**config.mk**
```make
export PLATFORM = sky130hd
export DESIGN_NAME = uart_tx_fifo_ctrl
export DESIGN_NICKNAME = d
export VERILOG_FILES = /design/src/rtl/uart_tx_fifo_ctrl.sv
export SDC_FILE = /design/constraint.sdc
export NUM_CORES = 1
export LEC_CHECK = 0
export ABC_AREA = 0
export BUFFER_PORTS_ARGS = -buffer_cell sky130_fd_sc_hd__buf_2
export CAP_MARGIN = 20
export CORE_ASPECT_RATIO = 0.75
export CORE_MARGIN = 2
export CORE_UTILIZATION = 50
export DETAILED_ROUTE_END_ITERATION = 8
export GPL_ROUTABILITY_DRIVEN = 0
export PLACE_DENSITY = 0.67
export SYNTH_ARGS = -nofsm -noshare
export SYNTH_HDL_FRONTEND = slang
export SYNTH_SLANG_ARGS = --single-unit
```
**constraint.sdc**
```tcl
create_clock -name CLK -period 3.27 [get_ports CLK]
set_input_delay 0.654 -clock CLK [delete_from_list [all_inputs] [get_ports CLK]]
set_output_delay 0.654 -clock CLK [all_outputs]
set_load 0.05 [all_outputs]
```
**src/rtl/uart_tx_fifo_ctrl.sv**
```systemverilog
// Circular byte FIFO feeding the UART transmit control stage; presents one byte
// at a time on Tx_En_Sig/Tx_Data and waits for the Tx_Done_Sig pulse before the next.
module uart_tx_fifo_ctrl #(
  parameter int DEPTH_LOG2 = 4,
  parameter int DATA_W     = 8
) (
  input  logic                  CLK,
  input  logic                  RST,
  input  logic                  Wr_En_Sig,
  input  logic [DATA_W-1:0]     Wr_Data,
  output logic                  Full_Sig,
  output logic                  Empty_Sig,
  output logic [DEPTH_LOG2:0]   Count,
  output logic                  Overflow_Sig,
  output logic                  Busy_Sig,
  output logic                  Tx_En_Sig,
  output logic [DATA_W-1:0]     Tx_Data,
  input  logic                  Tx_Done_Sig
);

  localparam int DEPTH = 1 << DEPTH_LOG2;
  localparam logic [DEPTH_LOG2:0]   DEPTH_CNT = DEPTH[DEPTH_LOG2:0];
  localparam logic [DEPTH_LOG2:0]   CNT_ONE   = {{DEPTH_LOG2{1'b0}}, 1'b1};
  localparam logic [DEPTH_LOG2-1:0] PTR_ONE   = {{(DEPTH_LOG2-1){1'b0}}, 1'b1};

  typedef enum logic {
    IDLE = 1'b0,
    SEND = 1'b1
  } state_t;

  logic [DATA_W-1:0]     mem [DEPTH];
  logic [DEPTH_LOG2-1:0] wr_ptr_q, wr_ptr_d;
  logic [DEPTH_LOG2-1:0] rd_ptr_q, rd_ptr_d;
  logic [DEPTH_LOG2:0]   count_q, count_d;
  logic                  overflow_q, overflow_d;
  logic                  tx_en_q, tx_en_d;
  logic                  busy_q, busy_d;
  logic [DATA_W-1:0]     tx_data_q, tx_data_d;
  state_t                state_q, state_d;

  logic full, wr_accept, wr_drop, pop;

  // Fullness comes from the registered count, so a same-cycle pop never rescues a write.
  assign full      = (count_q == DEPTH_CNT);
  assign wr_accept = Wr_En_Sig && !full;
  assign wr_drop   = Wr_En_Sig && full;

  always_comb begin
    state_d   = state_q;
    tx_en_d   = tx_en_q;
    busy_d    = busy_q;
    tx_data_d = tx_data_q;
    rd_ptr_d  = rd_ptr_q;
    pop       = 1'b0;
    case (state_q)
      IDLE: begin
        if (count_q != '0) begin
          pop       = 1'b1;
          tx_data_d = mem[rd_ptr_q];
          rd_ptr_d  = rd_ptr_q + PTR_ONE;
          tx_en_d   = 1'b1;
          busy_d    = 1'b1;
          state_d   = SEND;
        end
      end
      SEND: begin
        if (Tx_Done_Sig) begin
          tx_en_d = 1'b0;
          busy_d  = 1'b0;
          state_d = IDLE;
        end
      end
      default: state_d = IDLE;
    endcase
  end

  always_comb begin
    wr_ptr_d   = wr_accept ? (wr_ptr_q + PTR_ONE) : wr_ptr_q;
    overflow_d = overflow_q | wr_drop;
    count_d    = count_q;
    case ({wr_accept, pop})
      2'b10:   count_d = count_q + CNT_ONE;
      2'b01:   count_d = count_q - CNT_ONE;
      default: count_d = count_q;
    endcase
  end

  // Storage is deliberately left out of reset so it maps onto plain register/RAM cells.
  always_ff @(posedge CLK) begin
    if (wr_accept) begin
      mem[wr_ptr_q] <= Wr_Data;
    end
  end

  always_ff @(posedge CLK) begin
    if (RST) begin
      state_q    <= IDLE;
      wr_ptr_q   <= '0;
      rd_ptr_q   <= '0;
      count_q    <= '0;
      overflow_q <= 1'b0;
      tx_en_q    <= 1'b0;
      busy_q     <= 1'b0;
      tx_data_q  <= '0;
    end else begin
      state_q    <= state_d;
      wr_ptr_q   <= wr_ptr_d;
      rd_ptr_q   <= rd_ptr_d;
      count_q    <= count_d;
      overflow_q <= overflow_d;
      tx_en_q    <= tx_en_d;
      busy_q     <= busy_d;
      tx_data_q  <= tx_data_d;
    end
  end

  assign Full_Sig     = full;
  assign Empty_Sig    = (count_q == '0);
  assign Count        = count_q;
  assign Overflow_Sig = overflow_q;
  assign Busy_Sig     = busy_q;
  assign Tx_En_Sig    = tx_en_q;
  assign Tx_Data      = tx_data_q;

endmodule

```
==> results.yml <==
hold_path:
  hold_depth: 2
  hp-class: "input port to register"
synth:
  synth_edf_count: 128
  yosysMostFrequentCell: "edfxtp_1"
  synth.area.mux_share: 0.117
  syn-num-nets: 399
  yosys.cell_types.count: 39
  yosysWarnings: 0
  ys_top_cells_by_area: "edfxtp_1 63%, dfxtp_1 7.9%, mux4_2 5.9%"
  ys.flop_type: "edfxtp_1"
  synth_compound_area_frac: 0.0556
  yosys.area_share.simple: 0.0617
  synthArstFlopShare: 0
  syn_inst: 378
  yosys.area_share.adder: 0.0185
  yosysTopAreaCell: "edfxtp_1"
  synth_area_per_cell_um2: 16.1
  synth_top_area_frac: 0.632
  yosysSeqAreaShare: 0.711
  synth_top_family_by_area: "multiplexers"
  ys_top_cells_by_count: "128 x edfxtp_1, 46 x nor2_1, 34 x mux2i_1, 24 x dfxtp_1, 17 x o22ai_1"
  syn_area_mm2: 0.00608
  synth_xor_xnor_area_share: 0.0130
  ys_ff_latch: 152
clocking:
  cts_post_setup_buffers_inserted: 0
  clock_latency_ps: 430
  clockBufferDepth: 2
  numCtsBuffers: 17
  clk_pin_slew_ps: 60
  cts_tree: "built"
  cts.repair.resized: 0
  clockRootBuffer: "clkbuf_16"
  htree_levels: 4
  holdBufCountCts: 0
  clock_sinks: 152
die:
  io_pins: 30
  die_x_um: 131
  rows: 34
  coreArea_mm2: 0.0117
  start_util: 0.518
  die_area_mm2: 0.0131
  die_y_um: 99.5
placement:
  dpl.cell_count: 561
  hpwl_mm: 7.64
  io_buffers: 29
pwr:
  peakVddDrop_mv: 0.542
  powerDensity_mw_per_mm2: 800
  p_leak_nw: 2.34
global_route:
  grt_max_degree: 28
  grt_pass1_vias: 3322
  overflow: 0
  track_usage: 0.201
  grt_first_pass_wirelength_mm: 18.9
  antenna_found_initial: 0
timing:
  slew_headroom: 0.446
  finalHoldViolations: 0
  fin_crit_ps: 2610
  rsz0062_at_grt: "false"
  fin_setup_tns_ps: 0
  tightest_slew_ps: 827
  fin_skew_ps: 12.3
  setup_viol: 0
  min_period_over_period: 0.799
  clock.fmax_mhz: 383
  slew_viol_final: 0
setup_path:
  endpoint_kind: "register"
  crit_family: "compound AO/OA/AOI/OAI gates"
  max_stage_delay_ps: 410
  crit_path_end: "Count[4]$_SDFFE_PP0P_"
  start_kind: "register"
  worstPathMaxFanout: 8
  reg2regPathDepth: 10
  regToRegSetupSlack_ps: 660
  path_class: "register to register"
  r2r_end: "Count[4]$_SDFFE_PP0P_"
  crit_slowest_cell: "dfxtp_1"
  cp.depth: 10
  arrival_ps: 2920
  cp-startpoint: "Count[1]$_SDFFE_PP0P_"
  path_buf_inv: 1
  path_cells: "nor4_4 > a21boi_2 > inv_1 > ha_1 > xor2_1 > ha_1 > a21oi_1 > a221oi_1 > a21oi_1 > mux2_2"
  required_ps: 3580
  rr_startpoint: "Count[1]$_SDFFE_PP0P_"
cells_and_area:
  final_util: 0.600
  antenna_cells: 0
  syn2layout_area_growth_pct: 15.8
  drive_above_1_share: 0.227
  fillers: 899
  ff_latch_area_mm2: 0.00433
  instances_no_fill: 593
  nets: 439
  multi_input_area_mm2: 0.00162
flow_run:
  maxCapViolCount: 0
route:
  drt_iter0_drc: 226
  viasPerCell: 5.64
  drcViolationCount: 0
  dr.pass1.iters: 4
  totalWireLength_mm: 12.2
  num_vias: 3347
  wl_per_cell_um: 20.5
  postRouteAntennaNets: 0
outcome:
  status: "complete, no violations"
[per-layer routing]
| layer | GRT usage | vias to the layer above | share of wire |
|---|---|---|---|
| li1 | - | 1536 | - |
| met1 | 0.280 | 1701 | 0.45 |
| met2 | 0.313 | 101 | 0.47 |
| met3 | 0.0515 | 9 | 0.067 |
| met4 | 0.0727 | 0 | 0.012 |
| met5 | 0 | - | 0 |
[layout by cell type, fill, tap and decap left out, drive strengths merged, types with 2 or more instances in the layout]
cell / count
bufinv: 3
a311oi: 8
clkinvlp: 2
nand2: 10
clkinv: 4
a22oi: 9
ha: 9
a21oi: 7
dfxtp: 24
xnor2: 4
nor4: 2
o22ai: 17
xor2: 5
edfxtp: 128
clkbuf: 17
nor2b: 3
or3: 2
and2: 2
o21ai: 3
inv: 11
nor2: 46
nor3: 7
mux2i: 34
nand2b: 3
buf: 44
mux4: 16
[state kept, by name, summed over array words and instances (netlist names)]
name and flops:
mem 128, Tx_Data 8, Count 5, rd_ptr_q 4, wr_ptr_q 4, Busy_Sig 1, Overflow_Sig 1, state_q 1
[worst min path at each step]
stage	startpoint	endpoint	slack, ps
finish	Tx_Done_Sig	state_q$_SDFF_PP0_	430
global route	Tx_Done_Sig	state_q$_SDFF_PP0_	430
global placement	Overflow_Sig$_SDFF_PP0_	Overflow_Sig$_SDFF_PP0_	450
CTS	Tx_Done_Sig	state_q$_SDFF_PP0_	410
floorplan	state_q$_SDFF_PP0_	state_q$_SDFF_PP0_	460
detailed placement	Overflow_Sig$_SDFF_PP0_	Overflow_Sig$_SDFF_PP0_	490
[logic make-up (layout without fill, tap and decap cells)]
family	count (synthesis)	after routing
AO/OA/AOI/OAI	49	49
buffers and inverters	28	81
AND/OR/NAND/NOR	80	80
flip-flops	152	152
multiplexers	51	51
XOR/XNOR	9	9
adder cells (fa/ha/maj)	9	9
[through the flow]
step / worst slack, ps / cell area, um^2 / hold slack [ps] / power, W
2_1_floorplan: 261 / 6080 / 460 / 0.00333
3_3_place_gp: 735 / 6420 / 451 / 0.00360
3_5_place_dp: 625 / 6420 / 492 / 0.00364
4_1_cts: 670 / 7040 / 412 / 0.00566
5_1_grt: 463 / 7040 / 430 / 0.00586
6_report: 657 / 7040 / 434 / 0.00563
[where the power goes]
group | total (W) | internal [W] | leakage (nW) | switching, W
Combinational | 0.00128 | 0.000448 | 0.688 | 0.000828
Sequential | 0.00233 | 0.00223 | 1.35 | 0.000104
Clock | 0.00203 | 0.00122 | 0.300 | 0.000805
[cell type report]
type / count / share of cell area
clock buffers: 17 / 0.0604
clock inverters: 15 / 0.0274
inverters: 5 / 0.00266
multi-input cells: 198 / 0.230
flip-flops and latches: 152 / 0.614
well taps: 162 / 0.0288
repair buffers: 44 / 0.0366
Note: power is estimated with default switching activity, not from simulation.
